==> config.mk <==
export PLATFORM = sky130hd
export DESIGN_NAME = fetch_unit_flat
export DESIGN_NICKNAME = d
export VERILOG_FILES = /design/src/rtl/fetch_unit_if.sv /design/src/rtl/fetch_unit.sv /design/src/flat_wrapper.sv
export SDC_FILE = /design/constraint.sdc
export NUM_CORES = 1
export LEC_CHECK = 0
export ABC_AREA = 0
export CAP_MARGIN = 20
export CORE_MARGIN = 3
export CORE_UTILIZATION = 44
export DETAILED_ROUTE_END_ITERATION = 10
export PLACE_DENSITY = 0.83
export SLEW_MARGIN = 10
export SYNTH_ARGS = -nofsm -noshare
export SYNTH_HDL_FRONTEND = slang
export SYNTH_SLANG_ARGS = --single-unit
==> constraint.sdc <==
create_clock -name clk -period 2.1 [get_ports clk]
set_input_delay 0.525 -clock clk [delete_from_list [all_inputs] [get_ports clk]]
set_output_delay 0.525 -clock clk [all_outputs]
set_load 0.005 [all_outputs]
==> src/rtl/fetch_unit_if.sv <==
// fetch_unit_if
//   Bundles the fetch unit's three conversations: the synchronous
//   instruction ROM port, the valid/ready output to decode, and the
//   branch/jump redirect request.
//   master : fetch unit side (drives ROM address/enable and decode outputs)
//   slave  : environment side (ROM data, decode ready, redirect request)
interface fetch_unit_if #(
  parameter int ADDR_WIDTH = 16,
  parameter int DATA_WIDTH = 16
);
  // ROM port
  logic                  mem_read_en;
  logic [ADDR_WIDTH-1:0] mem_addr;
  logic [DATA_WIDTH-1:0] mem_instruct;
  // Decode handshake
  logic                  out_valid;
  logic                  out_ready;
  logic [DATA_WIDTH-1:0] out_instruct;
  logic [ADDR_WIDTH-1:0] out_pc;
  // Redirect request
  logic                  redirect_valid;
  logic [ADDR_WIDTH-1:0] redirect_pc;

  modport master (
    output mem_read_en, mem_addr, out_valid, out_instruct, out_pc,
    input  mem_instruct, out_ready, redirect_valid, redirect_pc
  );

  modport slave (
    input  mem_read_en, mem_addr, out_valid, out_instruct, out_pc,
    output mem_instruct, out_ready, redirect_valid, redirect_pc
  );
endinterface

==> src/rtl/fetch_unit.sv <==
// fetch_unit
//   Program counter and fetch stage in front of a synchronous instruction
//   ROM. Each issued read lands in the ROM output register one cycle later
//   and is presented to decode, tagged with its address, over valid/ready.
//   Backpressure is absorbed by the ROM itself: with read enable low its
//   output register holds, so no skid buffer is needed here.
// Ports
//   clk      : clock, rising edge
//   rst      : asynchronous, active-high reset
//   fetch_en : when low, no new ROM reads are issued
//   bus      : fetch_unit_if.master (ROM port, decode handshake, redirect)
module fetch_unit #(
  parameter int                    ADDR_WIDTH = 16,
  parameter int                    DATA_WIDTH = 16,
  parameter logic [ADDR_WIDTH-1:0] RESET_PC   = '0
) (
  input  logic          clk,
  input  logic          rst,
  input  logic          fetch_en,
  fetch_unit_if.master  bus
);

  localparam logic [0:0] ST_EMPTY = 1'b0;
  localparam logic [0:0] ST_FULL  = 1'b1;

  logic [ADDR_WIDTH-1:0] pc_q,      pc_d;
  logic [0:0]            pend_q,    pend_d;
  logic [ADDR_WIDTH-1:0] pend_pc_q, pend_pc_d;
  logic                  issue;
  logic                  xfer;

  // A new read may go out when the ROM register is free or is being
  // drained this cycle; otherwise issuing would overwrite a live instruction.
  assign issue = fetch_en & ((pend_q == ST_EMPTY) | bus.out_ready);
  // Redirect kills the handshake in its own cycle, so the discarded
  // instruction can never be consumed.
  assign xfer  = (pend_q == ST_FULL) & bus.out_ready & ~bus.redirect_valid;

  always_comb begin
    bus.mem_read_en = 1'b0;
    bus.mem_addr    = pc_q;
    if (bus.redirect_valid) begin
      bus.mem_addr    = bus.redirect_pc;
      bus.mem_read_en = fetch_en;
    end else begin
      bus.mem_read_en = issue;
    end
    if (rst) begin
      bus.mem_read_en = 1'b0;
    end
  end

  assign bus.out_valid    = (pend_q == ST_FULL) & ~bus.redirect_valid;
  assign bus.out_pc       = pend_pc_q;
  assign bus.out_instruct = bus.mem_instruct;

  always_comb begin
    pc_d      = pc_q;
    pend_d    = pend_q;
    pend_pc_d = pend_pc_q;
    if (bus.redirect_valid) begin
      if (fetch_en) begin
        pc_d      = bus.redirect_pc + ADDR_WIDTH'(1);
        pend_d    = ST_FULL;
        pend_pc_d = bus.redirect_pc;
      end else begin
        pc_d   = bus.redirect_pc;
        pend_d = ST_EMPTY;
      end
    end else if (issue) begin
      // Natural modulo-2^ADDR_WIDTH wrap of the adder is intended.
      pc_d      = pc_q + ADDR_WIDTH'(1);
      pend_d    = ST_FULL;
      pend_pc_d = pc_q;
    end else if (xfer) begin
      pend_d = ST_EMPTY;
    end
  end

  always_ff @(posedge clk or posedge rst) begin
    if (rst) begin
      pc_q      <= RESET_PC;
      pend_q    <= ST_EMPTY;
      pend_pc_q <= RESET_PC;
    end else begin
      pc_q      <= pc_d;
      pend_q    <= pend_d;
      pend_pc_q <= pend_pc_d;
    end
  end

endmodule

==> src/flat_wrapper.sv <==
// flat-port wrapper written by rule: the top's interface ports become plain ports
module fetch_unit_flat 
#(
  parameter int                    ADDR_WIDTH = 16,
  parameter int                    DATA_WIDTH = 16,
  parameter logic [ADDR_WIDTH-1:0] RESET_PC   = '0
)
  (clk, rst, fetch_en, bus_mem_read_en, bus_mem_addr, bus_out_valid, bus_out_instruct, bus_out_pc, bus_mem_instruct, bus_out_ready, bus_redirect_valid, bus_redirect_pc);
  fetch_unit_if #(.ADDR_WIDTH(ADDR_WIDTH), .DATA_WIDTH(DATA_WIDTH)) bus_i ();
  input  logic clk;
  input  logic rst;
  input  logic fetch_en;
  output wire logic [$bits(bus_i.mem_read_en)-1:0] bus_mem_read_en;
  output wire logic [$bits(bus_i.mem_addr)-1:0] bus_mem_addr;
  output wire logic [$bits(bus_i.out_valid)-1:0] bus_out_valid;
  output wire logic [$bits(bus_i.out_instruct)-1:0] bus_out_instruct;
  output wire logic [$bits(bus_i.out_pc)-1:0] bus_out_pc;
  input wire logic [$bits(bus_i.mem_instruct)-1:0] bus_mem_instruct;
  input wire logic [$bits(bus_i.out_ready)-1:0] bus_out_ready;
  input wire logic [$bits(bus_i.redirect_valid)-1:0] bus_redirect_valid;
  input wire logic [$bits(bus_i.redirect_pc)-1:0] bus_redirect_pc;
  assign bus_mem_read_en = bus_i.mem_read_en;
  assign bus_mem_addr = bus_i.mem_addr;
  assign bus_out_valid = bus_i.out_valid;
  assign bus_out_instruct = bus_i.out_instruct;
  assign bus_out_pc = bus_i.out_pc;
  assign bus_i.mem_instruct = bus_mem_instruct;
  assign bus_i.out_ready = bus_out_ready;
  assign bus_i.redirect_valid = bus_redirect_valid;
  assign bus_i.redirect_pc = bus_redirect_pc;
  fetch_unit #(.ADDR_WIDTH(ADDR_WIDTH), .DATA_WIDTH(DATA_WIDTH), .RESET_PC(RESET_PC)) u_core (.clk(clk), .rst(rst), .fetch_en(fetch_en), .bus(bus_i));
endmodule
==> metrics, run 1 <==
HP Start u_core.bus.out_pc[15]; Post-Syn Area 2177 um2; arrival time worst endpoint 1.56 ns; RSZ-0062 raised after global routing false; most common cell after layout, fill and taps aside buf_4; Leak 1.378 nW; # Max-Cap Violations 0; Via Count 1849; worst hold path class flip-flop to flip-flop; die width 76.34 um; Max H-tree Level 2; die span in y 76.34 um; max-slew violations 0; CP Launch Type input port; Max-slew headroom roughly 66%; core area roughly 4600 um2; dpl cell area 2934 um2; f_max 478.7 MHz; Hold Buf Count CTS 0; endpoint class of the critical path output port; Mapped Cells 210; Yosys top cell by area dfrtp_1; ANT nets after route 0; routed wire length around 5600 um; Area growth syn-to-layout 41.78%; Slowest Stage Delay on Critical Path ~0.47 ns; vias in the first global route 1888; Tightest Pin Transition slightly above 0.5 ns; synth top area cells dfrtp_1 38%, mux2_2 17%, xor2_1 9.3%; CTS buffer count 5; syn avg cell area 10.37 um2; design area 3087 um2; Core Util, Final 67.63%; # diodes 0; dpl hpwl ~4100 um; Hold Fails Final Rpt 0; sequential share of the synthesized area a little under two fifths; Reg-to-Reg Start u_core.pc_q[7]; FP Rows 24; Tot GR Track Use 19.53%; total negative slack 0 ns; worst-path fanout max 3; full die area 5828 um2; Final setup viols 0; Initial Utilization 47.70%; Max VDD drop 0.4383 mV; TritonCTS Sinks 33; Tot Pwr between 1.5 and 2 mW; synth unique cells 34; IO buf count 54; CTS Buffer Depth 2; first-pass GRT wire length 9177 um; register bit total from synthesis 33; drt pass-1 iters 4; CP Cell Sequence clkdlybuf4s50_1, mux2_4, dlygate4sd2_1; WL/cell 15.79 um; run status finished, final reports clean; Fillers 359; clock-pin transition on the worst setup and hold timing paths 0.07 ns; min Tclk post-route 2.089 ns; Yosys Warn Count 0; GRT overflow 0; clock skew approximately 0.0081 ns; number of vias per cell 5.194; CTS tree done; post-route clock period utilization 99.49%; commonest non-fill, non-tap cells in the layout 40 x buf_4, 33 x dfrtp_1, 30 x mux2_2, 28 x clkdlybuf4s50_1, 24 x dlygate4sd2_1; initial antenna violation count 0; drt initial violations 121; # DRC 0; synthesized net count 249; share of layout cells above drive strength 1 about a third; power density over cell area ~600 nW/um2; Yosys top cell area share 37.93%; Root Buffer clkbuf_8; largest net degree at the start of global routing 34; Routability Congestion 0.8620; IO Pins 87; Clock Latency Late Sink 0.29 ns; CP Launch Point bus_redirect_pc[5]; Crit Path Category input port to output port; Final Net Count 329; CP max-delay cell clkdlybuf4s50_1; required time of the critical path 1.57 ns
path summary, 6_finish.rpt:
kind	end	slack [ns]	cells past startpoint
setup reg to reg	u_core.pc_q[15]	0.32	5
hold reg to reg	u_core.bus.out_pc[15]	0.51	1
min in group asynchronous	u_core.pc_q[15]	0.67	3
setup / recovery	bus_mem_addr[5]	0.01	3
max in group asynchronous	u_core.bus.out_pc[11]	1.12	3
hold / removal	u_core.bus.out_pc[15]	0.51	1
what timing repair did:
action | 4_1_cts | 5_1_grt
gates resized for setup | 37 | 4
endpoints found under the setup margin | 43 | 6
cloned | 1 | 0
pin swaps | 1 | 0
setup buffers | 7 | 0
hold endpoints to repair | 0 | 0
worst max-delay path: cells and delay by family:
| family | cells | cell delay, ns |
|---|---|---|
| buffers and inverters | 2 | 0.74 |
| muxes | 1 | 0.30 |
layout make-up:
type                            count  area (um2)  area share [%]
Clock buffer                        6       72.57           2.351
Clock inverter                      2       10.01          0.3243
Inverter                            4       15.01          0.4864
Multi-Input combinational cell    148        1201           38.91
Sequential cell                    33       825.8           26.75
Tap cell                           65       81.33           2.635
Timing Repair Buffer               98       880.8           28.54
metrics by stage:
step	cells	setup slack, ns	hold slack (ns)
global route	356	0.001583	0.5296
floorplan	210	0.3305	0.5054
detailed placement	340	-0.6210	0.4955
global placement	340	-0.6077	0.4896
CTS	356	0.006839	0.5117
finish	356	0.01081	0.5069
registers in the layout, indices dropped and copies added (netlist names):
signal and cells:
u_core.bus.out_pc 16, u_core.pc_q 16, u_core.pend_q 1
per-layer routing:
layer	part of all wire [%]	track usage (%)
met5	0	0
met4	3.6	11.05
met3	5.6	3.310
met2	47	31.55
met1	44	24.66
Yosys cell counts:
library cell,instances
xor2_1,23
clkbuf_1,1
nand3_1,8
mux2_2,32
buf_2,7
nor4_2,1
nor4_4,1
a32o_1,1
and3_2,1
nor4_1,1
and3_4,2
nor2_1,8
and4_2,1
nor2b_1,1
ha_1,2
o211ai_1,1
nand2b_1,2
nand2_1,17
mux2i_1,9
o21ai_0,8
xnor2_1,6
nor3_1,2
nor3b_1,1
or3_1,1
or2_2,1
buf_1,1
and3_1,1
o21a_1,1
nand4_2,2
nand4_1,12
buf_4,16
inv_1,4
dfrtp_1,33
a21oi_1,2
where the power goes:
part / leakage (nW) / switching, mW / internal [mW]
Clock: 0.0450 / 0.243 / 0.230
Combinational: 0.943 / 0.225 / 0.363
Sequential: 0.390 / 0.0820 / 0.731
logic make-up (layout without fill, tap and decap cells):
logic type / count (synthesis) / after routing / share of synthesized area [%]
compound gates: 13 / 13 / 3.449
simple gates: 63 / 63 / 16.95
xor+xnor: 29 / 29 / 11.67
flops: 33 / 33 / 37.93
fa+ha+maj: 2 / 2 / 1.149
mux: 41 / 41 / 20.69
buf+inv: 29 / 110 / 8.160
No activity file was read; power rests on OpenSTA's default activity.
==> run 2, diff against run 1 <==
--- a/config.mk
+++ b/config.mk
@@ -8,9 +8,9 @@
 export ABC_AREA = 0
 export CAP_MARGIN = 20
 export CORE_MARGIN = 3
-export CORE_UTILIZATION = 44
+export CORE_UTILIZATION = 30
 export DETAILED_ROUTE_END_ITERATION = 10
-export PLACE_DENSITY = 0.83
+export PLACE_DENSITY = 0.61
 export SLEW_MARGIN = 10
 export SYNTH_ARGS = -nofsm -noshare
 export SYNTH_HDL_FRONTEND = slang
==> run 2 against run 1 <==
Sequential cell count unchanged. Count of clock-buffer cells in the layout down 1. Clock power up 1%. Critical endpoint is now bus_mem_addr[14]. Highest routed layer unchanged.
==> metrics, run 2 (synthesis results as in run 1) <==
arrival time worst endpoint 1.54 ns (was 1.56 ns); met2 wire length 2695 um (was 2646 um); Routability Congestion 0.8376 (was 0.8620); CTS buffer count 5 (unchanged); most common cell after layout, fill and taps aside buf_4 (unchanged); final setup margin 0.03147 ns (was 0.01081 ns); GRT overflow 0 (unchanged); routed wire length 5722 um (was 5621 um); Via Count 1773 (was 1849); CTS Buffer Depth 2 (unchanged); min Tclk post-route 2.069 ns (was 2.089 ns); Met3 Wirelength 246 um (was 312 um); Crit Path Category input port to output port (unchanged); FP Rows 30 (was 24); largest net degree at the start of global routing 34 (unchanged); Final setup viols 0 (unchanged); # DRC 0 (unchanged); WL/cell 14.82 um (was 15.79 um); CP Launch Point bus_redirect_pc[14] (was bus_redirect_pc[5]); Clock Latency Late Sink 0.29 ns (about the same); IO buf count 54 (unchanged); Place WS -0.6002 ns (was -0.6210 ns); max-slew violations 0 (unchanged); count of non-filler cells in the finished layout 386 (was 356); clock skew 0.004625 ns (was 0.008070 ns); share of layout cells above drive strength 1 33.79% (was 32.99%); Reg-to-Reg Start u_core.pc_q[2] (was u_core.pc_q[7]); # diodes 0 (unchanged); Tot Pwr 1.883 mW (was 1.874 mW); initial antenna violation count 0 (unchanged); FF-to-FF path depth 5 (unchanged); Tot GR Track Use 14.40% (was 19.53%); CP Launch Type input port (unchanged); Post-Route M1 WL 2682 um (was 2460 um); worst hold path class flip-flop to flip-flop (unchanged); run status finished, final reports clean (unchanged); die width 91.19 um (was 76.34 um); vias in the first global route 1884 (was 1888); worst-path fanout max 2 (was 3); f_max 483.4 MHz (was 478.7 MHz); CP Capture Point bus_mem_addr[14] (was bus_mem_addr[5]); dpl hpwl 4322 um (was 4125 um); ANT nets after route 0 (unchanged); number of vias per cell 4.593 (was 5.194); IO Pins 87 (unchanged); full die area 8315 um2 (was 5828 um2); Tightest Pin Transition 0.4381 ns (was 0.5031 ns); first-pass GRT wire length 9584 um (was 9177 um); required time of the critical path 1.57 ns (about the same); Core Util, Final 45.29% (was 67.63%); CTS tree done (unchanged); Root Buffer clkbuf_8 (unchanged); dpl cell area 2988 um2 (was 2934 um2); Initial Utilization 31.52% (was 47.70%); drt initial violations 55 (was 121); endpoint class of the critical path output port (unchanged); die span in y 91.19 um (was 76.34 um); design area 3128 um2 (was 3087 um2); Max VDD drop 0.3905 mV (was 0.4383 mV); # Max-Cap Violations 0 (unchanged); RSZ-0062 raised after global routing false (unchanged); drt pass-1 iters 4 (unchanged); power density over cell area 602.0 nW/um2 (was 607.3 nW/um2); Final Net Count 328 (was 329); Area growth syn-to-layout 43.68% (was 41.78%); post-route clock period utilization 98.50% (was 99.49%); R2R setup slack 0.34 ns (was 0.32 ns); TritonCTS Sinks 33 (unchanged); Hold Fails Final Rpt 0 (unchanged); core area 6907 um2 (was 4564 um2); Max-slew headroom 70.79% (was 66.11%); Max H-tree Level 2 (unchanged); clock-pin transition on the worst setup and hold timing paths 0.07 ns (about the same); Leak 1.404 nW (was 1.378 nW); commonest non-fill, non-tap cells in the layout 40 x buf_4, 33 x dfrtp_1, 32 x mux2_2, 26 x clkdlybuf4s50_1, 23 x xor2_1 (was 40 x buf_4, 33 x dfrtp_1, 30 x mux2_2, 28 x clkdlybuf4s50_1, 24 x dlygate4sd2_1); RR Endpoint u_core.pc_q[15] (unchanged); top layer in use met4 (unchanged); placed cells 373 (was 340)
run 2: cell count changes in the layout (fill, tap and decap cells not counted), moves of 2 or more:
cell and delta:
mux2_2 +2, dlymetal6s2s_1 +4, clkdlybuf4s50_1 -2, clkbuf_2 +2
dlygate4sd2_1 -4, mux2_4 -2
run 2: layout make-up:
class	instances	area, um2
well taps	96	120.1
fillers	694	3779
repair buffers	97	892.1
clock inverters	3	17.52
multi-input cells	148	1189
flip-flops and latches	33	825.8
clock buffers	5	68.82
inverters	4	15.01
run 2: stage by stage:
step / TNS [ns] / hold WS [ns]
finish: 0 / 0.5064
detailed placement: -16.09 / 0.4944
global placement: -16.11 / 0.4894
global route: 0 / 0.5326
floorplan: 0 / 0.5054
CTS: 0 / 0.5131
run 2: how the worst min path moves through the flow:
stage | cells past startpoint | slack [ns] | startpoint | end
final | 1 | 0.51 | u_core.bus.out_pc[8] | u_core.bus.out_pc[8]
after global routing | 1 | 0.53 | u_core.bus.out_pc[7] | u_core.bus.out_pc[7]
after CTS | 1 | 0.51 | u_core.bus.out_pc[8] | u_core.bus.out_pc[8]
after detailed placement | 1 | 0.49 | u_core.bus.out_pc[6] | u_core.bus.out_pc[6]
after global placement | 1 | 0.49 | u_core.bus.out_pc[12] | u_core.bus.out_pc[12]
after floorplan | 1 | 0.51 | u_core.bus.out_pc[10] | u_core.bus.out_pc[10]
run 2: what timing repair did:
item / in CTS / in global routing
setup buffers: 4 / 0
hold buffers: 0 / 0
setup endpoints to repair: 18 / 7
gates resized for setup: 33 / 7
gates cloned: 1 / 0
hold endpoints to repair: 0 / 0
pin swaps: 1 / 0
run 2: layer usage:
metal | track usage (%) | vias to the layer above
met4 | 5.402 | 0
met1 | 19.22 | 841
met3 | 3.148 | 9
met5 | 0 | -
li1 | - | 877
met2 | 22.75 | 46
run 2: where the power goes:
| part | leakage [nW] | total (mW) | switching, mW | internal (mW) |
|---|---|---|---|---|
| logic | 0.969 | 0.589 | 0.222 | 0.367 |
| clock network | 0.0439 | 0.480 | 0.252 | 0.229 |
| registers | 0.390 | 0.814 | 0.0832 | 0.731 |
run 2: critical path: stages:
cell	delay [ns]
clkdlybuf4s50_1	0.45
mux2_2	0.30
dlygate4sd2_1	0.27
